<file path="src/rtl/lcd_pkg.sv">
// Shared constants for the LCD command path: command bytes, sequencer state codes, db word layout.
// Nothing here holds state.
package lcd_pkg;

    localparam logic [7:0] LCD_FUNC_SET = 8'h28;
    localparam logic [7:0] LCD_ENTRY    = 8'h06;
    localparam logic [7:0] LCD_DISP_ON  = 8'h0C;
    localparam logic [7:0] LCD_CLEAR    = 8'h01;
    localparam logic [7:0] LCD_ADDR_L1  = 8'h80;
    localparam logic [7:0] LCD_ADDR_L2  = 8'hC0;

    localparam int DB_W  = 10;
    localparam int DB_RS = 9;
    localparam int DB_RW = 8;

    localparam logic [5:0] STEP_CLEAR   = 6'd3;
    localparam logic [5:0] STEP_ADDR_L1 = 6'd4;
    localparam logic [5:0] STEP_ADDR_L2 = 6'd21;
    localparam logic [5:0] STEP_LAST    = 6'd37;

    // INIT_NIB is split into setup / E-high / hold / gap phases.
    localparam logic [3:0] S_PWR_WAIT  = 4'd0;
    localparam logic [3:0] S_NIB_SETUP = 4'd1;
    localparam logic [3:0] S_NIB_PULSE = 4'd2;
    localparam logic [3:0] S_NIB_HOLD  = 4'd3;
    localparam logic [3:0] S_NIB_GAP   = 4'd4;
    localparam logic [3:0] S_ISSUE     = 4'd5;
    localparam logic [3:0] S_WAIT      = 4'd6;
    localparam logic [3:0] S_CLR_WAIT  = 4'd7;
    localparam logic [3:0] S_FIN       = 4'd8;

    function automatic logic [DB_W-1:0] make_db(input logic rs, input logic [7:0] data);
        logic [DB_W-1:0] w;
        w        = '0;
        w[DB_RS] = rs;
        w[DB_RW] = 1'b0;
        w[7:0]   = data;
        return w;
    endfunction

    function automatic logic [3:0] init_nibble(input logic [1:0] idx);
        return (idx == 2'd3) ? 4'h2 : 4'h3;
    endfunction

    function automatic int unsigned tmax(input int unsigned a, input int unsigned b);
        return (a > b) ? a : b;
    endfunction

endpackage

</file>
<file path="src/rtl/lcd_msg_rom.sv">
// Combinational 32-character message store; idx 0..15 is line 1, 16..31 is line 2.
// Zero latency, no flow control.
module lcd_msg_rom (
    input  logic [4:0] idx,
    output logic [7:0] ch
);

    // First character sits in the top byte of the packed string.
    localparam logic [255:0] MSG = "Hello, FPGA LCD!4-bit sequencer ";

    logic [4:0] rev;

    always_comb begin
        rev = 5'd31 - idx;
        ch  = MSG[{rev, 3'b000} +: 8];
    end

endmodule

</file>
<file path="src/rtl/lcd_cmd_sequencer.sv">
// LCD power-on nibble init, then 38 command/character words over a next_instruction/done handshake.
// Next word issues 2 cycles after done (1 idle cycle); Clear adds T_CLEAR cycles; done is the only backpressure.
module lcd_cmd_sequencer
    import lcd_pkg::*;
#(
    parameter int unsigned T_POWERON = 750000,
    parameter int unsigned T_4MS     = 205000,
    parameter int unsigned T_100US   = 5000,
    parameter int unsigned T_40US    = 2000,
    parameter int unsigned T_PULSE   = 12,
    parameter int unsigned T_CLEAR   = 82000
) (
    input  logic            clk,
    input  logic            reset,
    input  logic            done,
    output logic            next_instruction,
    output logic [DB_W-1:0] db,
    output logic [3:0]      init_sf_d,
    output logic            init_lcd_e,
    output logic            init_active,
    output logic            finished
);

    localparam int unsigned T_MAX = tmax(tmax(tmax(T_POWERON, T_4MS), tmax(T_100US, T_40US)),
                                         tmax(T_PULSE, T_CLEAR));
    localparam int CW = $clog2(T_MAX + 1);

    localparam logic [CW-1:0] C_PWR   = CW'(T_POWERON - 1);
    localparam logic [CW-1:0] C_4MS   = CW'(T_4MS - 1);
    localparam logic [CW-1:0] C_100US = CW'(T_100US - 1);
    localparam logic [CW-1:0] C_40US  = CW'(T_40US - 1);
    localparam logic [CW-1:0] C_PULSE = CW'(T_PULSE - 1);
    localparam logic [CW-1:0] C_CLEAR = CW'(T_CLEAR - 1);

    logic [3:0]      state;
    logic [CW-1:0]   cnt;
    logic [1:0]      nib;
    logic [5:0]      step;
    logic [4:0]      msg_idx;
    logic [7:0]      msg_char;
    logic [CW-1:0]   gap_last;
    logic [DB_W-1:0] step_word;

    lcd_msg_rom u_rom (
        .idx (msg_idx),
        .ch  (msg_char)
    );

    always_comb begin
        // Line 2 characters sit one step further on, past the second address command.
        msg_idx = (step < STEP_ADDR_L2) ? 5'(step - 6'd5) : 5'(step - 6'd6);

        case (nib)
            2'd0:    gap_last = C_4MS;
            2'd1:    gap_last = C_100US;
            default: gap_last = C_40US;
        endcase

        case (step)
            6'd0:         step_word = make_db(1'b0, LCD_FUNC_SET);
            6'd1:         step_word = make_db(1'b0, LCD_ENTRY);
            6'd2:         step_word = make_db(1'b0, LCD_DISP_ON);
            STEP_CLEAR:   step_word = make_db(1'b0, LCD_CLEAR);
            STEP_ADDR_L1: step_word = make_db(1'b0, LCD_ADDR_L1);
            STEP_ADDR_L2: step_word = make_db(1'b0, LCD_ADDR_L2);
            default:      step_word = make_db(1'b1, msg_char);
        endcase
    end

    always_ff @(posedge clk or negedge reset) begin
        if (!reset) begin
            state            <= S_PWR_WAIT;
            cnt              <= '0;
            nib              <= 2'd0;
            step             <= 6'd0;
            next_instruction <= 1'b0;
            db               <= '0;
            init_sf_d        <= 4'h0;
            init_lcd_e       <= 1'b0;
            init_active      <= 1'b1;
            finished         <= 1'b0;
        end else begin
            next_instruction <= 1'b0;
            case (state)
                S_PWR_WAIT: begin
                    if (cnt == C_PWR) begin
                        cnt       <= '0;
                        nib       <= 2'd0;
                        init_sf_d <= init_nibble(2'd0);
                        state     <= S_NIB_SETUP;
                    end else begin
                        cnt <= cnt + 1'b1;
                    end
                end
                S_NIB_SETUP: begin
                    init_lcd_e <= 1'b1;
                    cnt        <= '0;
                    state      <= S_NIB_PULSE;
                end
                S_NIB_PULSE: begin
                    if (cnt == C_PULSE) begin
                        init_lcd_e <= 1'b0;
                        state      <= S_NIB_HOLD;
                    end else begin
                        cnt <= cnt + 1'b1;
                    end
                end
                S_NIB_HOLD: begin
                    cnt   <= '0;
                    state <= S_NIB_GAP;
                end
                S_NIB_GAP: begin
                    if (cnt == gap_last) begin
                        cnt <= '0;
                        if (nib == 2'd3) begin
                            init_active <= 1'b0;
                            init_sf_d   <= 4'h0;
                            state       <= S_ISSUE;
                        end else begin
                            nib       <= nib + 1'b1;
                            init_sf_d <= init_nibble(nib + 1'b1);
                            state     <= S_NIB_SETUP;
                        end
                    end else begin
                        cnt <= cnt + 1'b1;
                    end
                end
                S_ISSUE: begin
                    db               <= step_word;
                    next_instruction <= 1'b1;
                    state            <= S_WAIT;
                end
                S_WAIT: begin
                    // A done coinciding with the issue pulse cannot belong to this word.
                    if (done && !next_instruction) begin
                        if (step == STEP_CLEAR) begin
                            cnt   <= '0;
                            state <= S_CLR_WAIT;
                        end else if (step == STEP_LAST) begin
                            finished <= 1'b1;
                            state    <= S_FIN;
                        end else begin
                            step  <= step + 1'b1;
                            state <= S_ISSUE;
                        end
                    end
                end
                S_CLR_WAIT: begin
                    if (cnt == C_CLEAR) begin
                        step  <= step + 1'b1;
                        state <= S_ISSUE;
                    end else begin
                        cnt <= cnt + 1'b1;
                    end
                end
                S_FIN: begin
                    finished <= 1'b1;
                end
                default: state <= S_PWR_WAIT;
            endcase
        end
    end

endmodule

</file>
<file path="config.mk">
export PLATFORM = sky130hd
export DESIGN_NAME = lcd_cmd_sequencer
export DESIGN_NICKNAME = d
export VERILOG_FILES = /design/src/rtl/lcd_pkg.sv /design/src/rtl/lcd_msg_rom.sv /design/src/rtl/lcd_cmd_sequencer.sv
export SDC_FILE = /design/constraint.sdc
export NUM_CORES = 1
export LEC_CHECK = 0
export CAP_MARGIN = 20
export CELL_PAD_IN_SITES_DETAIL_PLACEMENT = 1
export CELL_PAD_IN_SITES_GLOBAL_PLACEMENT = 1
export CORE_ASPECT_RATIO = 1.1
export CORE_MARGIN = 3
export CORE_UTILIZATION = 46
export CTS_CLUSTER_DIAMETER = 120
export DETAILED_ROUTE_END_ITERATION = 6
export PLACE_DENSITY_LB_ADDON = 0.25
export SETUP_SLACK_MARGIN = 0.4
export SLEW_MARGIN = 5
export SYNTH_ARGS = -nofsm -noshare
export SYNTH_HDL_FRONTEND = slang
export SYNTH_SLANG_ARGS = --single-unit
export TNS_END_PERCENT = 1
</file>
<file path="constraint.sdc">
create_clock -name clk -period 3.3 [get_ports clk]
set_input_delay 0.33 -clock clk [delete_from_list [all_inputs] [get_ports clk]]
set_output_delay 0.33 -clock clk [all_outputs]
set_load 0.01 [all_outputs]
</file>
# [Yosys cells after proc, flatten, opt, wreduce, memory -nomap -nowiden]
# Index checks and enable logic that the tools add are counted.
[word_totals] wordCells=111 reg_bits=50
[classes] n_bitwise=1 muxes=40 eq_ne=33 magnitude_cmp=1 shifts=1 add_sub_neg=6 reduce_logical=19
[op_table] operator="variable part select 256 x 9 -> 8 bit (first input constant)" n=1
[op_table] operator="2-to-1 mux 20 bit" n=6
[op_table] operator="one-hot mux 20 bit (6 select lines)" n=1
[op_table] operator="one-hot mux 10 bit (6 select lines)" n=1
[op_table] operator="2-to-1 mux 4 bit" n=9
[op_table] operator="one-hot mux 18 bit (2 select lines)" n=1
[op_table] operator="one-hot mux 4 bit (9 select lines)" n=1
[op_table] operator="2-to-1 mux 6 bit" n=4
[op_table] operator="inequality test 2 bit (second input constant)" n=12
[op_table] operator="adder 20 x 1 -> 20 bit (second input constant)" n=1
[op_table] operator="equality test 20 x 17 -> 1 bit (second input constant)" n=1
[op_table] operator="equality test 20 bit" n=1
[op_table] operator="equality test 20 bit (second input constant)" n=1
[op_table] operator="equality test 20 x 4 -> 1 bit (second input constant)" n=1
[op_table] operator="equality test 4 x 3 -> 1 bit (second input constant)" n=4
[op_table] operator="equality test 6 x 2 -> 1 bit (second input constant)" n=2
[op_table] operator="one-hot mux 6 bit (2 select lines)" n=1
[op_table] operator="AND reduction 5 bit" n=2
[op_table] operator="subtractor 5 x 3 -> 5 bit (second input constant)" n=2
[op_table] operator="equality test 4 x 2 -> 1 bit (second input constant)" n=2
[op_table] operator="2-to-1 mux 2 bit" n=4
[op_table] operator="one-hot mux 4 bit (2 select lines)" n=1
[op_table] operator="AND reduction 4 bit" n=2
[op_table] operator="nonzero test 2 bit" n=4
[op_table] operator="28 further kinds" n=36

# [Longest topological paths before layout]
# Gate-level depths: netlist (run 1).
[depth] ltp_word=6 mapped_depth=14 depth_no_buf=13

# [Hierarchy]
# From an unflattened synthesis (run 1), not the netlist that was laid out.
[unflattened] cells_unflattened=422 area_unflattened_um2=3656.0
[modules_own_cells] module="lcd_cmd_sequencer" cells_per_inst=366 area_each_um2=3209.3 instances=1 seq_area_each_um2=1177.4
[modules_own_cells] module="lcd_msg_rom" cells_per_inst=56 area_each_um2=446.7 instances=1 seq_area_each_um2=0.0

# [Least setup slack after synthesis (run 1)]
# Ideal clock, no wire load.
[synth_timing] path_type="register to register" startpoint="reg step[0]" endpoint="reg db[2]" n_path_buf=1 stages_incl_launch_ff=14 setup_ns=0.116 arrival_time_ns=2.828 period_less_slack_ns=2.944 t_required_ns=3.184 path_slack_ns=0.356 path_cell_list="dfrtp_1 > clkbuf_1 > inv_1 > ha_1 > nand2b_1 > a21oi_1 > nor2_1 > a21oi_1 > inv_1 > ha_1 > o21ai_0 > a21boi_0 > mux2i_1 > o311ai_0"
[synth_via] elab_chain_cells=5 word_cells_on_any_way=13 cone_classes="add/sub: 3; order compare: 1; eq/ne: 5; shift: 1; mux: 2; reduce/logical: 1"
[synth_lines] element="start: declaration" line="lcd_cmd_sequencer.sv:38" source="logic [5:0] step;"
[synth_lines] element="start signal: assignment" line="lcd_cmd_sequencer.sv:143" source="step <= step + 1'b1;"
[synth_lines] element="start signal: assignment" line="lcd_cmd_sequencer.sv:150" source="step <= step + 1'b1;"
[synth_lines] element="subtractor 5 x 3 -> 5 bit / less-than comparator 6 x 5 -> 1 bit (equally long branches)" line="lcd_cmd_sequencer.sv:51" source="msg_idx = (step < STEP_ADDR_L2) ? 5'(step - 6'd5) : 5'(step - 6'd6);"
[synth_lines] element="2-to-1 mux 5 bit" line="lcd_cmd_sequencer.sv:51"
[synth_lines] element="subtractor 5 bit" line="lcd_msg_rom.sv:14" source="rev = 5'd31 - idx;"
[synth_lines] element="variable part select 256 x 9 -> 8 bit" line="lcd_msg_rom.sv:15" source="ch = MSG[{rev, 3'b000} +: 8];"
[synth_lines] element="one-hot mux 10 bit (6 select lines) (*)" line="lcd_cmd_sequencer.sv:59" source="case (step)"
[synth_lines] element="end signal: assignment" line="lcd_cmd_sequencer.sv:129" source="db <= step_word;"
[synth_lines] element="end: declaration" line="lcd_cmd_sequencer.sv:17" source="output logic [DB_W-1:0] db,"
# Mark *: on every way between the ends. The rest lies on a longest branch, timed or not.
# A chain may end at the register's enable or synchronous reset.

# [Final worst setup path (run 1)]
[layout_timing] startpoint="reg cnt[12]" endpoint="reg step[4]"
[layout_via] elab_chain_cells=3
[layout_lines] element="start: declaration" line="lcd_cmd_sequencer.sv:36" source="logic [CW-1:0] cnt;"
[layout_lines] element="start signal: assignment" line="lcd_cmd_sequencer.sv:92" source="cnt <= cnt + 1'b1;"
[layout_lines] element="start signal: assignment" line="lcd_cmd_sequencer.sv:105" source="cnt <= cnt + 1'b1;"
[layout_lines] element="start signal: assignment" line="lcd_cmd_sequencer.sv:125" source="cnt <= cnt + 1'b1;"
[layout_lines] element="equality test 20 x 17 -> 1 bit" line="lcd_cmd_sequencer.sv:149" source="if (cnt == C_CLEAR) begin"
[layout_lines] element="inequality test 2 bit (no line)"
[layout_lines] element="AND reduction 5 bit (no line)"
# No other way between the ends.

==> flow_metrics.py, run 1 <==
metrics = {
    "status": {
        "outcome": "complete, no violations",
    },
    "die": {
        "initial_utilization": 0.4840,
        "die_h_um": 103.0,
        "num_io_pins": 21,
        "die_area_mm2": 0.009696,
        "core_mm2": 0.008125,
        "rows": 34,
        "die_w_um": 94.16,
    },
    "clock_tree": {
        "clkLatencyLatePin_ps": 310,
        "clock_sinks": 47,
        "htreeDepth": 2,
        "postCtsSetupBuffers": 0,
        "ctsResizeCount": 2,
        "clk_pin_slew_ps": 110,
        "root_buffer": "clkbuf_8",
        "hold_buffers": 0,
        "cts_buffers": 5,
        "cts_tree": "done",
        "cts.path.max_buffers": 2,
    },
    "sta": {
        "period_minus_slack_ps": 2813,
        "relSlewSlack": 0.3959,
        "tns_ps": 0,
        "finalHoldViolCount": 0,
        "max_freq_ghz": 0.3555,
        "fin_ws_ps": 486.7,
        "post-route-period-util": 0.8525,
        "rsz0062_at_grt": "yes",
        "worst_pin_slew_ps": 898.1,
        "worst_clock_skew_ps": 11.02,
        "setup_viol": 0,
        "slew_viol_final": 0,
    },
    "final_layout": {
        "antenna-diode-count": 0,
        "layout.area.seq_mm2": 0.001179,
        "n_fill_cell": 974,
        "multi_input_area_mm2": 0.002555,
        "drive_above_1_share": 0.1270,
        "num-nets-final": 511,
        "area_growth_pct": 11.58,
    },
    "routing": {
        "wl_per_cell_um": 20.08,
        "wl_mm": 11.97,
        "vias": 3784,
        "post_drt_via_cell_ratio": 6.349,
        "ant_nets": 0,
        "drtIter0Drc": 172,
        "first_pass_iters": 4,
        "drc": 0,
    },
    "global_routing": {
        "grt_max_degree": 26,
        "grt_pass1_vias": 3918,
        "grt_pass1_wl_mm": 19.96,
        "grt.overflow.total": 0,
        "grt_usage": 0.2590,
        "antenna_found_initial": 0,
    },
    "synthesis": {
        "synthXorXnorAreaFrac": 0.02227,
        "yosysUniqueCellTypes": 75,
        "synth_enable_flop_cells": 0,
        "synth_flop_cell": "dfrtp_1",
        "seq_area_frac_synth": 0.2994,
        "synth_warnings": 0,
        "async_flop_share": 1.000,
        "synth_area_mm2": 0.003933,
        "syn_avg_cell_area_um2": 8.244,
        "ys_ff_latch": 47,
        "synthSimpleGateAreaFrac": 0.2660,
        "synth_compound_area_frac": 0.2676,
        "synth_top_family_by_area": "compound AO/OA/AOI/OAI gates",
        "synth_adder_area_share": 0.06682,
        "synthCells": 477,
        "synthMuxAreaShare": 0.01400,
    },
    "pwr": {
        "p_sw_frac": 0.2196,
        "clock_power_share": 0.477,
        "power.share.combinational": 0.016,
        "p_int_uw": 886.8,
        "p_per_area_mw_per_mm2": 259.0,
        "p_sw_uw": 249.6,
        "p_leak_uw": 0.001647,
        "peakVddDrop_v": 0.0001459,
        "p_seq_frac": 0.506,
    },
    "worst_hold_path": {
        "hp-class": "input port to asynchronous set/reset pin",
    },
    "worst_setup_path": {
        "crit_arrival_ps": 3020,
        "critPathLaunchType": "register",
        "critPathKind": "register to register",
        "reg2reg_depth": 6,
        "required_ps": 3510,
        "crit_fanout": 9,
        "crit_path_end_kind": "register",
    },
    "place": {
        "place_ws_ps": 266.1,
        "dp_hpwl_mm": 8.938,
        "port_buffers": 17,
        "routabilityCongestion": 0.9153,
    },
    "flow_run": {
        "cap_violations": 0,
    },
}
[worst max-delay path, cell delays in order, from the launching register on]
cell and delay [ps]:
dfrtp_1 500, or4_4 550, or3_4 350, or4_4 530, a211oi_4 430, nand4_1 170, xnor2_1 160
[routing by layer]
layer  up-vias  share of wire  GRT usage
li1       1799              -          -
met2        84           0.50     0.4525
met3        17          0.037    0.03577
met5         -              0          0
met1      1884           0.45     0.3300
met4         0          0.016    0.08667
[cells in the final DEF, fill, tap and decap left out, types with 8 or more instances in the layout]
master	synthesis	routed
a21oi_1	16	14
buf_4	4	17
clkdlybuf4s50_1	0	16
dfrtp_1	46	45
ha_1	21	20
inv_1	22	21
nand2_1	55	55
nand3_1	20	20
nand4_1	12	12
nor2_1	17	17
nor2b_1	8	8
nor3_1	18	18
o211ai_1	28	28
o21ai_0	30	28
or2_2	8	8
xnor2_1	9	8
[stage by stage]
stage	cell area (um^2)	hold WS (ps)	power, uW	cells	util
2_1_floorplan	3941	34.41	593.1	479	-
3_3_place_gp	4207	356.1	605.7	588	0.5177
3_5_place_dp	4207	363.8	605.9	588	0.5177
4_1_cts	4352	22.53	1151	596	0.5356
5_1_grt	4388	42.03	1168	596	0.5400
6_report	4388	6.445	1136	596	0.5400
[area by class of cell]
type,count,share of cell area
Multi-Input combinational cell,376,0.5823
Sequential cell,47,0.2686
Timing Repair Buffer,34,0.06672
Tap cell,108,0.03080
Inverter,23,0.01967
Clock inverter,3,0.01625
Clock buffer,5,0.01568
[cell families after synthesis]
family / count (synthesis)
simple gates: 190
compound gates: 147
buf+inv: 56
flops: 47
fa+ha+maj: 21
xor+xnor: 10
mux: 5
other cells: 1
[Yosys cell counts, types with 9 or more instances]
| library cell | instances | area, um^2 |
|---|---|---|
| nand2_1 | 55 | 206.5 |
| dfrtp_1 | 46 | 1151 |
| o21ai_0 | 30 | 150.1 |
| o211ai_1 | 28 | 210.2 |
| clkbuf_1 | 23 | 86.33 |
| inv_1 | 22 | 82.58 |
| ha_1 | 21 | 262.8 |
| nand3_1 | 20 | 100.1 |
| nor3_1 | 18 | 90.09 |
| nor2_1 | 17 | 63.81 |
| a21oi_1 | 16 | 80.08 |
| nand4_1 | 12 | 75.07 |
| xnor2_1 | 9 | 78.83 |
[sequential cells by signal, summed over array words and instances, names as in the netlist, 2 cells and up]
| register | cells |
|---|---|
| init_sf_d | 2 |
| step | 6 |
| cnt | 20 |
| nib | 2 |
| state | 4 |
| db | 9 |
[final timing paths]
path	slack (ps)	endpoint	from
min in group clk	470	init_active	init_active
min	6	db[1]	reset
max	490	step[4]	cnt[12]
max reg2reg	490	step[4]	cnt[12]
max in group asynchronous	2500	step[1]	reset
min reg2reg	470	init_active	init_active
[power groups by stage]
stage,Combinational (uW),Clock (uW),Sequential (uW)
after global routing,20.9,572,576
after global placement,18.9,0,587
final,18.5,542,576
after CTS,19.3,556,576
after floorplan,6.08,0,587
after detailed placement,19.1,0,587
No activity file was read; power rests on OpenSTA's default activity.
==> inputs of run 2 (changes only) <==
--- a/config.mk
+++ b/config.mk
@@ -6,7 +6,7 @@
 export NUM_CORES = 1
 export LEC_CHECK = 0
 export CAP_MARGIN = 20
-export CELL_PAD_IN_SITES_DETAIL_PLACEMENT = 1
+export CELL_PAD_IN_SITES_DETAIL_PLACEMENT = 0
 export CELL_PAD_IN_SITES_GLOBAL_PLACEMENT = 1
 export CORE_ASPECT_RATIO = 1.1
 export CORE_MARGIN = 3
==> run 2 against run 1 <==
  * Cell count unchanged
  * Non-clock buffer count unchanged
  * Clock skew about the same
  * Sequential power about the same
  * Total power decreased by 8.2%
  * Worst hold slack got worse by 6.4 ps
  * Sequential cell count unchanged
  * Count of clock-buffer cells in the layout unchanged
  * Critical path depth increased by 7
  * Largest power group unchanged
==> flow_metrics.py, run 2 (same netlist as run 1, synthesis figures left out) <==
metrics = {
    "worst_setup_path": {
        "required_ps": 3480,
        "crit_fanout": 8,
        "critPathTopFamily": "compound AO/OA/AOI/OAI gates",
        "crit_slowest_cell": "dfrtp_2",
        "reg2reg_from": "step[1]",
        "crit_arrival_ps": 2970,
        "ff2ff_setup_slack_ps": 510,
        "reg2reg_depth": 13,
        "crit_start": "step[1]",
        "r2r_end": "db[0]",
        "critPathKind": "register to register",
        "critical_path.max_stage_delay_ps": 450,
        "critPathBufInv": 3,
        "crit_path_end_kind": "register",
        "critPathLaunchType": "register",
        "crit_chain": "inv_1, ha_1, nand2b_1, a21oi_2, nor2_1, a21oi_2, buf_4, ha_1, inv_1, o21ai_0, a32oi_1, a211oi_1, o21ai_0",
    },
    "routing": {
        "wl_per_cell_um": 17.41,
        "drc": 0,
        "drtIter0Drc": 238,
        "vias": 3719,
        "first_pass_iters": 5,
        "post_drt_via_cell_ratio": 6.240,
        "ant_nets": 0,
        "wl_mm": 10.38,
    },
    "global_routing": {
        "grt_pass1_wl_mm": 17.39,
        "grt.overflow.total": 0,
        "antenna_found_initial": 0,
        "grt_pass1_vias": 3501,
        "grt_usage": 0.2221,
        "grt_max_degree": 26,
    },
    "final_layout": {
        "multi_input_area_mm2": 0.002531,
        "most-common-layout-cells": "55 x nand2_1, 45 x dfrtp_1, 29 x o21ai_0",
        "final_cells": 596,
        "reg_top3": "cnt: 20 flops, db: 9 flops, step: 6 flops",
        "final_area_mm2": 0.004339,
        "layout.area.seq_mm2": 0.001179,
        "mostFrequentLayoutCell": "nand2_1",
        "antenna-diode-count": 0,
        "area_growth_pct": 10.34,
        "n_fill_cell": 771,
        "num-nets-final": 511,
        "largest_reg_flops": 20,
        "regMostFlops": "cnt",
        "drive_above_1_share": 0.1189,
    },
    "clock_tree": {
        "clkLatencyLatePin_ps": 310,
        "cts_tree": "done",
        "clk_pin_slew_ps": 90,
        "cts_buffers": 5,
        "clock_sinks": 47,
        "htreeDepth": 2,
        "root_buffer": "clkbuf_8",
        "hold_buffers": 0,
        "cts.path.max_buffers": 2,
        "postCtsSetupBuffers": 0,
    },
    "pwr": {
        "p_per_area_mw_per_mm2": 240.3,
        "p_leak_uw": 0.001633,
        "p_total_uw": 1043,
        "peakVddDrop_v": 0.0002198,
    },
    "die": {
        "die_w_um": 94.16,
        "die_h_um": 103.0,
        "die_area_mm2": 0.009696,
        "core_mm2": 0.008125,
        "initial_utilization": 0.4840,
        "rows": 34,
        "num_io_pins": 21,
    },
    "place": {
        "placed_cells": 588,
        "postPlaceCellArea_mm2": 0.004207,
        "routabilityCongestion": 0.9153,
        "dp_hpwl_mm": 7.808,
        "port_buffers": 17,
    },
    "sta": {
        "relSlewSlack": 0.4038,
        "finalHoldViolCount": 0,
        "post-route-period-util": 0.8461,
        "slew_viol_final": 0,
        "setup_viol": 0,
        "rsz0062_at_grt": "yes",
        "worst_clock_skew_ps": 11.19,
        "worst_pin_slew_ps": 886.3,
        "period_minus_slack_ps": 2792,
        "tns_ps": 0,
        "max_freq_ghz": 0.3581,
    },
    "flow_run": {
        "cap_violations": 0,
    },
    "worst_hold_path": {
        "hp-class": "input port to asynchronous set/reset pin",
    },
    "status": {
        "outcome": "complete, no violations",
    },
}
-- run 2: cell count changes in the layout (fill, tap and decap cells not counted), sizes merged --
| cell | before | now |
|---|---|---|
| bufinv | 2 | 1 |
| clkinvlp | 0 | 1 |
-- run 2: timing repair --
| action | 4_1_cts | 5_1_grt |
|---|---|---|
| setup endpoints to repair | 2 | 26 |
| resized for setup | 2 | 4 |
| cloned | 0 | 0 |
-- run 2: routing by layer --
metal  global-route usage  share of wire  vias up
li1                     -              -     1808
met1               0.3021           0.46     1769
met2               0.3701           0.47      118
met3              0.03066          0.046       24
met4              0.06444          0.024        0
met5                    0              0        -
-- run 2: layout make-up --
type / count / share of cell area
clock buffers: 5 / 0.01586
clock inverters: 3 / 0.01067
inverters: 23 / 0.01990
multi-input cells: 376 / 0.5833
flip-flops and latches: 47 / 0.2716
well taps: 108 / 0.03114
repair buffers: 34 / 0.06747
-- run 2: power by group --
group / leakage [uW] / total [uW] / internal, uW / switching [uW]
combinational: 0.000947 / 17.9 / 3.11 / 14.8
clock: 0.0000548 / 449 / 229 / 221
sequential: 0.000631 / 576 / 576 / 0
-- run 2: worst max path at each step --
| stage | end | slack, ps | depth (start not counted) |
|---|---|---|---|
| 3_5_place_dp | db[0] | 350 | 13 |
| 6_report | db[0] | 510 | 13 |
| 2_1_floorplan | db[2] | 500 | 13 |
| 4_1_cts | db[0] | 470 | 13 |
| 3_3_place_gp | db[0] | 450 | 13 |
| 5_1_grt | db[0] | 230 | 13 |
-- run 2: worst reg2reg max path: cells and delay by family, from the launching register on --
| kind | cells | cell delay [ps] |
|---|---|---|
| AO/OA/AOI/OAI | 6 | 990 |
| adder cells (fa/ha/maj) | 2 | 490 |
| flip-flops | 1 | 450 |
| buffers and inverters | 3 | 390 |
| AND/OR/NAND/NOR | 2 | 340 |
-- run 2: per-stage QoR --
stage          setup WS, ps  hold WS (ps)    util
2_1_floorplan         495.9         34.41       -
5_1_grt               229.0         27.34  0.5340
6_report              507.8       0.06528  0.5340
4_1_cts               467.9         26.00  0.5325
3_3_place_gp          447.5         356.1  0.5177
3_5_place_dp          345.7         365.3  0.5177
==> inputs of run 3 (changes only) <==
--- a/config.mk
+++ b/config.mk
@@ -10,7 +10,7 @@
 export CELL_PAD_IN_SITES_GLOBAL_PLACEMENT = 1
 export CORE_ASPECT_RATIO = 1.1
 export CORE_MARGIN = 3
-export CORE_UTILIZATION = 46
+export CORE_UTILIZATION = 42
 export CTS_CLUSTER_DIAMETER = 120
 export DETAILED_ROUTE_END_ITERATION = 6
 export PLACE_DENSITY_LB_ADDON = 0.25
==> constraint.sdc (replaced) <==
create_clock -name clk -period 2.3 [get_ports clk]
set_input_delay 0.23 -clock clk [delete_from_list [all_inputs] [get_ports clk]]
set_output_delay 0.23 -clock clk [all_outputs]
set_load 0.01 [all_outputs]
==> run 3 against run 2 <==
  * The run now ends with negative setup slack left
  * Die area increased by 8.9%
  * Worst hold slack better by 330 ps
  * Combinational power is 65% higher
  * Critical path depth decreased by 7
  * Total power up 35%
  * Fmax up 8.1%
  * Sequential cell count did not move
  * Design area is 19% higher
  * Sequential power increased by 43%
  * Clock skew down 5.2 ps
  * Cell count grew 14%
  * Critical endpoint is now step[4]
  * Highest routed layer unchanged
==> flow_metrics.py, run 3 (same netlist as run 1, synthesis figures left out) <==
metrics = {
    "status": {
        "outcome": "finished with violations",
        "violations": "negative setup slack",
    },
    "place": {
        "postPlaceCellArea_mm2": 0.004848,
        "dp_hpwl_mm": 9.130,
        "port_buffers": 17,
        "placed_cells": 673,
        "routabilityCongestion": 0.8963,
    },
    "final_layout": {
        "antenna-diode-count": 0,
        "multi_input_area_mm2": 0.002735,
        "mostFrequentLayoutCell": "buf_4",
        "final_area_mm2": 0.005152,
        "drive_above_1_share": 0.2887,
        "most-common-layout-cells": "94 x buf_4, 55 x nand2_1, 46 x dfrtp_1",
        "num-nets-final": 591,
        "final_cells": 682,
        "area_growth_pct": 31.02,
        "reg_top3": "cnt: 20 flops, db: 9 flops, step: 6 flops",
        "layout.area.seq_mm2": 0.001177,
        "largest_reg_flops": 20,
        "regMostFlops": "cnt",
        "n_fill_cell": 831,
    },
    "pwr": {
        "p_leak_uw": 0.002059,
        "clock_power_share": 0.392,
        "p_seq_frac": 0.587,
        "p_sw_frac": 0.2332,
        "p_sw_uw": 328.3,
        "p_int_uw": 1079,
        "p_per_area_mw_per_mm2": 273.2,
        "peakVddDrop_v": 0.0002484,
        "power.share.combinational": 0.021,
        "p_total_uw": 1408,
    },
    "clock_tree": {
        "clk_pin_slew_ps": 90,
        "htreeDepth": 2,
        "cts_buffers": 5,
        "clock_sinks": 47,
        "clkLatencyLatePin_ps": 310,
        "cts.path.max_buffers": 2,
        "root_buffer": "clkbuf_8",
        "cts_tree": "done",
    },
    "routing": {
        "drtIter0Drc": 309,
        "wl_mm": 11.99,
        "vias": 4109,
        "ant_nets": 0,
        "wl_per_cell_um": 17.58,
        "drc": 0,
        "first_pass_iters": 5,
        "post_drt_via_cell_ratio": 6.025,
    },
    "die": {
        "num_io_pins": 21,
        "die_w_um": 98.26,
        "initial_utilization": 0.4365,
        "die_h_um": 107.5,
        "core_mm2": 0.009009,
        "die_area_mm2": 0.01056,
        "rows": 36,
    },
    "worst_setup_path": {
        "r2r_end": "step[4]",
        "reg2reg_from": "cnt[12]",
        "crit_slowest_cell": "or4_4",
        "ff2ff_setup_slack_ps": -280,
        "critPathLaunchType": "register",
        "crit_arrival_ps": 2780,
        "crit_path_end_kind": "register",
        "reg2reg_depth": 6,
        "critPathKind": "register to register",
        "required_ps": 2500,
        "crit_chain": "or4_4, or3_4, or4_4, a211oi_4, nand4_1, xnor2_1",
        "critical_path.max_stage_delay_ps": 540,
        "cp_common_cell": "or4_4",
        "crit_fanout": 5,
    },
    "global_routing": {
        "grt_pass1_wl_mm": 19.62,
        "grt_max_degree": 22,
        "grt.overflow.total": 0,
        "grt_usage": 0.2284,
        "antenna_found_initial": 0,
        "grt_pass1_vias": 4013,
    },
    "sta": {
        "post-route-period-util": 1.123,
        "setup_viol": 29,
        "max_freq_ghz": 0.3872,
        "tns_ps": -4812,
        "fin_ws_ps": -282.6,
        "worst_pin_slew_ps": 654.5,
        "relSlewSlack": 0.5627,
        "finalHoldViolCount": 0,
        "slew_viol_final": 0,
        "period_minus_slack_ps": 2583,
        "rsz0062_at_grt": "yes",
        "worst_clock_skew_ps": 5.949,
    },
    "worst_hold_path": {
        "hp-class": "input port to asynchronous set/reset pin",
    },
    "flow_run": {
        "cap_violations": 0,
    },
}
-- run 3: cell count changes in the layout (fill, tap and decap cells not counted), sizes merged --
cell and delta:
buf +79, bufinv -1, clkbuf +1, clkinv +1, dlygate4sd3 +1, inv -1
-- run 3: worst max path at each step --
stage	from	cells after the start	end
2_1_floorplan	cnt[8]	8	cnt[18]
3_3_place_gp	cnt[8]	6	step[4]
3_5_place_dp	cnt[8]	6	step[4]
4_1_cts	cnt[12]	6	cnt[9]
5_1_grt	cnt[12]	6	step[4]
6_report	cnt[12]	6	step[4]
-- run 3: final cells by class --
class                   count  area share
multi-input cells         376      0.5308
repair buffers            114      0.1770
well taps                 114     0.02768
flip-flops and latches     47      0.2285
inverters                  23     0.01676
clock buffers               6     0.01603
clock inverters             2    0.003157
-- run 3: power groups by stage --
| stage | logic (uW) | registers [uW] | clock network (uW) |
|---|---|---|---|
| 2_1_floorplan | 8.73 | 842 | 0 |
| 4_1_cts | 30.7 | 826 | 563 |
| 5_1_grt | 34.5 | 826 | 603 |
| 6_report | 29.6 | 826 | 552 |
| 3_5_place_dp | 29.2 | 842 | 0 |
| 3_3_place_gp | 29.5 | 842 | 0 |
-- run 3: metrics by stage --
stage	hold WS [ps]	setup slack [ps]	utilization
3_3_place_gp	128.6	-247.7	0.5382
5_1_grt	362.9	-370.6	0.5719
3_5_place_dp	134.3	-317.6	0.5382
2_1_floorplan	-65.59	-313.6	-
4_1_cts	331.4	-290.5	0.5565
6_report	328.7	-282.6	0.5719
-- run 3: layer usage --
metal | vias up | wire [um] | global-route usage
met4 | 0 | 339 | 0.08488
met5 | - | 0 | 0
met1 | 2007 | 4921 | 0.2699
met3 | 31 | 409 | 0.02268
li1 | 1967 | - | -
met2 | 104 | 6319 | 0.4261
-- run 3: worst max-delay path, delay by kind of cell (launching register included) --
family,cells,cell delay [ps]
simple gates,4,1590
xor+xnor,1,160
flops,1,390
compound gates,1,330
-- run 3: timing repair --
item,in CTS,in global routing
buffers inserted,0,0
endpoints found under the hold margin,11,0
pin swaps,14,27
endpoints found under the setup margin,41,45
hold buffers,1,0
gates resized for setup,19,31
==> variant 1: new RTL, settings of run 1 <==
`T_CLEAR`: 82000 -> 20500.
--- a/src/rtl/lcd_cmd_sequencer.sv
+++ b/src/rtl/lcd_cmd_sequencer.sv
@@ -8,7 +8,7 @@
     parameter int unsigned T_100US   = 5000,
     parameter int unsigned T_40US    = 2000,
     parameter int unsigned T_PULSE   = 12,
-    parameter int unsigned T_CLEAR   = 82000
+    parameter int unsigned T_CLEAR   = 20500
 ) (
     input  logic            clk,
     input  logic            reset,
Formal check against the unedited RTL: same outputs for any inputs over 10 cycles, from zero or initial values and one cycle with reset low; that may be too few to reach the edited logic, so the function may still have changed.
==> variant 1 against run 1 <==
- sequential cell count is the same
- highest routed layer unchanged
- core utilization shrank 1.0 points
- final cell count shrank 5.7%
- routed wire length shrank 13%
- setup slack gained 0.057 ns
- final area shrank 3.5%
- synthesized cell count shrank 7.5%
- synthesized area shrank 2.8%
- clock skew is essentially flat
- power shrank 13%
==> variant 1: results (changes against run 1) <==
- Met1 Resource Use GR: 0.259 (was 0.330)
- GRT met3 Usage: 0.0238 (was 0.0358)
- The adder and majority cell fraction of the synthesized area came to 0.0654 (was 0.0668).
- The worst setup path endpoint is cnt[6]$_DFFE_PN0P_ (was step[4]$_DFFE_PN0P_).
* Xor and xnor area share after synthesis: 0.0183 (was 0.0223)
- The launching point of the worst reg2reg path is cnt[4]$_DFFE_PN0P_ (was cnt[12]$_DFFE_PN0P_).
- The area fraction in compound gates after synthesis is 0.248 (was 0.268).
- The number of distinct library cells after synthesis came to 76 (was 75).
- The fraction of synthesized area in multiplexers came to 0.0219 (was 0.0140).
- Routed length on met1: 4500 um (was 5340 um)
- The worst hold slack is 0.452 ns (was 0.00645 ns).
* Highest net fanout along the worst path: 16 (was 9)
- Share of the yosys chip area belonging to registers: 0.308 (was 0.299)
- The layout cell share with drive strength beyond 1 was 0.143 (was 0.127).
- The setup slack of the most critical reg-to-reg path is 0.54 ns (was 0.49 ns).
- Count of filler cells inserted in the layout: 979 (was 974)
- HPWL Detailed: 7490 um (was 8940 um)
- The cell area reported after detailed placement is 0.00400 sq mm (was 0.00421 sq mm).
- The number of cell instances on the worst register-to-register path came to 7 (was 6).
- Net total in the final layout: 476 (was 511)
- Status: finished clean (unchanged)
- The transition time at the pin with the least slew margin is 1.04 ns (was 0.898 ns).
- Biggest area contributors in the synthesized netlist: sky130_fd_sc_hd__dfrtp_1, sky130_fd_sc_hd__ha_1, sky130_fd_sc_hd__nand2_1 (was sky130_fd_sc_hd__dfrtp_1, sky130_fd_sc_hd__ha_1, sky130_fd_sc_hd__o211ai_1)
- The highest cell delay on the worst timing path came to 0.68 ns (was 0.55 ns).
* Met2 global-route usage: 0.435 (was 0.453)
- Pin count of the biggest net entering global routing: 48 (was 26)
- The worst slack at placement was 0.281 ns (was 0.266 ns).
## variant 1: cell types whose count changed in the layout (fill, tap and decap cells not counted), moves of 4 or more
cell,change
sky130_fd_sc_hd__nor3_1,-5
sky130_fd_sc_hd__o31ai_1,+11
sky130_fd_sc_hd__o211ai_1,-22
sky130_fd_sc_hd__o21ai_0,-6
sky130_fd_sc_hd__o2111ai_1,-4
sky130_fd_sc_hd__a2bb2oi_2,+10
sky130_fd_sc_hd__o22ai_1,+4
sky130_fd_sc_hd__a211oi_1,-5
sky130_fd_sc_hd__a41oi_1,-6
sky130_fd_sc_hd__or2_2,-5
sky130_fd_sc_hd__inv_1,-6
sky130_fd_sc_hd__mux2i_1,+4
sky130_fd_sc_hd__nor2_1,+10
sky130_fd_sc_hd__nor4b_1,+4
## variant 1: through the flow
stage / cells / power (W)
6_report: 562 / 0.000993
5_1_grt: 562 / 0.00103
4_1_cts: 552 / 0.00100
3_5_place_dp: 544 / 0.000604
3_3_place_gp: 544 / 0.000604
2_1_floorplan: 443 / 0.000592
## variant 1: cell type report
class / instances / area, sq um / share of cell area
well taps: 108 / 135 / 0.0319
repair buffers: 34 / 320 / 0.0756
multi-input cells: 347 / 2430 / 0.573
clock buffers: 8 / 100 / 0.0236
flip-flops and latches: 47 / 1180 / 0.279
inverters: 18 / 71.3 / 0.0168
## variant 1: timing repair
item | in CTS | in global routing
pin swaps | 0 | 2
endpoints found under the hold margin | 0 | 13
hold buffers | 0 | 1
gates resized for setup | 3 | 5
buffers inserted | 0 | 8
endpoints found under the setup margin | 6 | 9
## variant 1: where the power goes
part	internal (W)	switching, W
Combinational	0.00000531	0.0000148
Sequential	0.000575	0
Clock	0.000192	0.000206
Total	0.000773	0.000221
==> variant 2: new RTL, flow settings as in run 1 <==
Without the edit above. Register the input `done` before use, cleared by the reset. The logic sees it one clock later. Comments in the files are not updated.
--- a/src/rtl/lcd_cmd_sequencer.sv
+++ b/src/rtl/lcd_cmd_sequencer.sv
@@ -31,6 +31,16 @@
     localparam logic [CW-1:0] C_40US  = CW'(T_40US - 1);
     localparam logic [CW-1:0] C_PULSE = CW'(T_PULSE - 1);
     localparam logic [CW-1:0] C_CLEAR = CW'(T_CLEAR - 1);
+
+    logic done_q;
+
+    always_ff @(posedge clk or negedge reset) begin
+        if (!reset) begin
+            done_q <= '0;
+        end else begin
+            done_q <= done;
+        end
+    end
 
     logic [3:0]      state;
     logic [CW-1:0]   cnt;
@@ -132,7 +142,7 @@
                 end
                 S_WAIT: begin
                     // A done coinciding with the issue pulse cannot belong to this word.
-                    if (done && !next_instruction) begin
+                    if (done_q && !next_instruction) begin
                         if (step == STEP_CLEAR) begin
                             cnt   <= '0;
                             state <= S_CLR_WAIT;
Behaviour: same outputs for any inputs over 10 cycles, from zero or initial values and one cycle with reset low; that may be too few to reach the edited logic, so the function may still have changed.
==> variant 2 against run 1 <==
- routed wire length shrank 9.3%
- critical path depth is 4 higher
- final area shrank 3.0%
- die area is 5.0% lower
- critical endpoint is now cnt[6]$_DFFE_PN0P_
- via count down 7.4%
- setup slack better by 0.021 ns
- synthesized cell count fell by 10%
- largest cell class unchanged
- clock power fell by 12%
- clock skew up 0.0021 ns
- sequential power is 2% higher
- power shrank 4.6%
- sequential cell count increased by 1
- synthesized area down 5.3%
==> variant 2: results (changes against run 1) <==
- The slowest cell on the critical path is sky130_fd_sc_hd__dfrtp_1 (was sky130_fd_sc_hd__or4_4).
- Total global routing track utilization: 0.242 (was 0.259)
* Average wire length per cell after detail routing: 19.5 um (was 20.1 um)
* RePlAce Congestion: 0.885 (was 0.915)
- Minimum setup slack after placement: 0.136 ns (was 0.266 ns)
- The transition time at the pin with the least slew margin is 0.690 ns (was 0.898 ns).
* Fraction of layout instances using a drive strength above 1: 0.164 (was 0.127)
- Number of cell instances on the worst register-to-register path: 10 (was 6)
- Portion of synthesized cell area occupied by the leading cell type: 0.316 (was 0.293)
- Pin count of the biggest net entering global routing: 27 (was 26)
- Routed via count: 3504 (was 3784)
- Biggest area contributors in the synthesized netlist: sky130_fd_sc_hd__dfrtp_1, sky130_fd_sc_hd__ha_1, sky130_fd_sc_hd__a2bb2oi_2 (was sky130_fd_sc_hd__dfrtp_1, sky130_fd_sc_hd__ha_1, sky130_fd_sc_hd__o211ai_1).
- Status: finished clean (unchanged)
- Detailed route wirelength on metal3: 239 um (was 437 um)
* Minimum setup slack among reg-to-reg paths: 0.51 ns (was 0.49 ns)
* Highest net fanout along the worst path: 6 (was 9)
- Peak per-stage delay on the critical path: 0.43 ns (was 0.55 ns)
* Critical register-to-register path startpoint: nib[0]$_DFFE_PN0P_ (was cnt[12]$_DFFE_PN0P_)
- Arrival time of the worst setup path: 2.99 ns (was 3.02 ns)
- The met2 wire length was 5830 um (was 6010 um).
- Worst clock skew: 0.0132 ns (was 0.0110 ns)
- Static power due to leakage: 1.75 nW (was 1.65 nW)
* Routed length on met1: 4540 um (was 5340 um)
* Non-Filler Instances: 556 (was 596)
- Worst hold margin: 0.00544 ns (was 0.00645 ns)
- The post-synthesis area per instance is 8.68 sq um (was 8.24 sq um).
- The cell area reported after detailed placement is 0.00400 sq mm (was 0.00421 sq mm).
- HPWL Detailed: 7940 um (was 8940 um)
* Post-Place Cells: 538 (was 588)
- Total buffers and inverters traversed by the critical path: 3 (was 0)
- Peak supply drop: 0.174 mV (was 0.146 mV)
- Net total in the final layout: 470 (was 511)
[variant 2: cell types whose count changed in the layout (fill, tap and decap cells not counted), moves of 7 or more]
cell / run 1 / this run
sky130_fd_sc_hd__o211ai_1: 28 / 5
sky130_fd_sc_hd__nand2_1: 55 / 39
sky130_fd_sc_hd__o21ai_0: 28 / 15
sky130_fd_sc_hd__a2bb2oi_2: 0 / 10
sky130_fd_sc_hd__nor2_1: 17 / 27
sky130_fd_sc_hd__o31ai_1: 4 / 14
sky130_fd_sc_hd__nor3_1: 18 / 10
sky130_fd_sc_hd__inv_1: 21 / 14
[variant 2: area by class of cell]
| cell class | count | area (sq um) |
|---|---|---|
| clock buffers | 7 | 96.3 |
| clock inverters | 1 | 30.0 |
| fillers | 942 | 3420 |
| inverters | 17 | 67.6 |
| multi-input cells | 336 | 2370 |
| flip-flops and latches | 48 | 1200 |
| well taps | 105 | 131 |
| repair buffers | 42 | 360 |
[variant 2: worst max path at each step]
| stage | startpoint | endpoint | slack (ns) | depth (start not counted) |
|---|---|---|---|---|
| 2_1_floorplan | step[0]$_DFFE_PN0P_ | db[6]$_DFFE_PN0P_ | 0.45 | 11 |
| 3_3_place_gp | step[0]$_DFFE_PN0P_ | db[2]$_DFFE_PN0P_ | 0.18 | 12 |
| 3_5_place_dp | step[0]$_DFFE_PN0P_ | db[2]$_DFFE_PN0P_ | 0.14 | 12 |
| 4_1_cts | step[1]$_DFFE_PN0P_ | db[2]$_DFFE_PN0P_ | 0.28 | 12 |
| 5_1_grt | nib[0]$_DFFE_PN0P_ | cnt[6]$_DFFE_PN0P_ | 0.34 | 10 |
| 6_report | nib[0]$_DFFE_PN0P_ | cnt[6]$_DFFE_PN0P_ | 0.51 | 10 |
[variant 2: power by group through the flow]
stage	clock (W)	combinational, W	sequential [W]
finish	0.000479	0.0000174	0.000589
global route	0.000508	0.0000206	0.000589
CTS	0.000488	0.0000182	0.000589
detailed placement	0	0.0000182	0.000600
global placement	0	0.0000179	0.000600
floorplan	0	0.00000534	0.000600
[variant 2: routing by layer]
metal	vias up	GRT usage
li1	1645	-
met1	1785	0.291
met2	53	0.446
met3	21	0.0337
met4	0	0.0731
met5	-	0
[variant 2: repair_timing]
action	in CTS	in global routing
buffers inserted	0	10
pin swaps	0	4
setup endpoints to repair	19	24
gates resized for setup	5	12
endpoints found under the hold margin	0	0
[variant 2: cell families (layout without fill, tap and decap cells)]
logic type,count (synthesis),in the layout,share of synthesized area
buffers and inverters,47,67,0.0564
XOR/XNOR,10,10,0.0235
multiplexers,11,11,0.0312
flip-flops,48,48,0.323
other,1,3,0.00101
AND/OR/NAND/NOR,167,167,0.240
AO/OA/AOI/OAI,128,128,0.268
adder cells (fa/ha/maj),17,17,0.0571
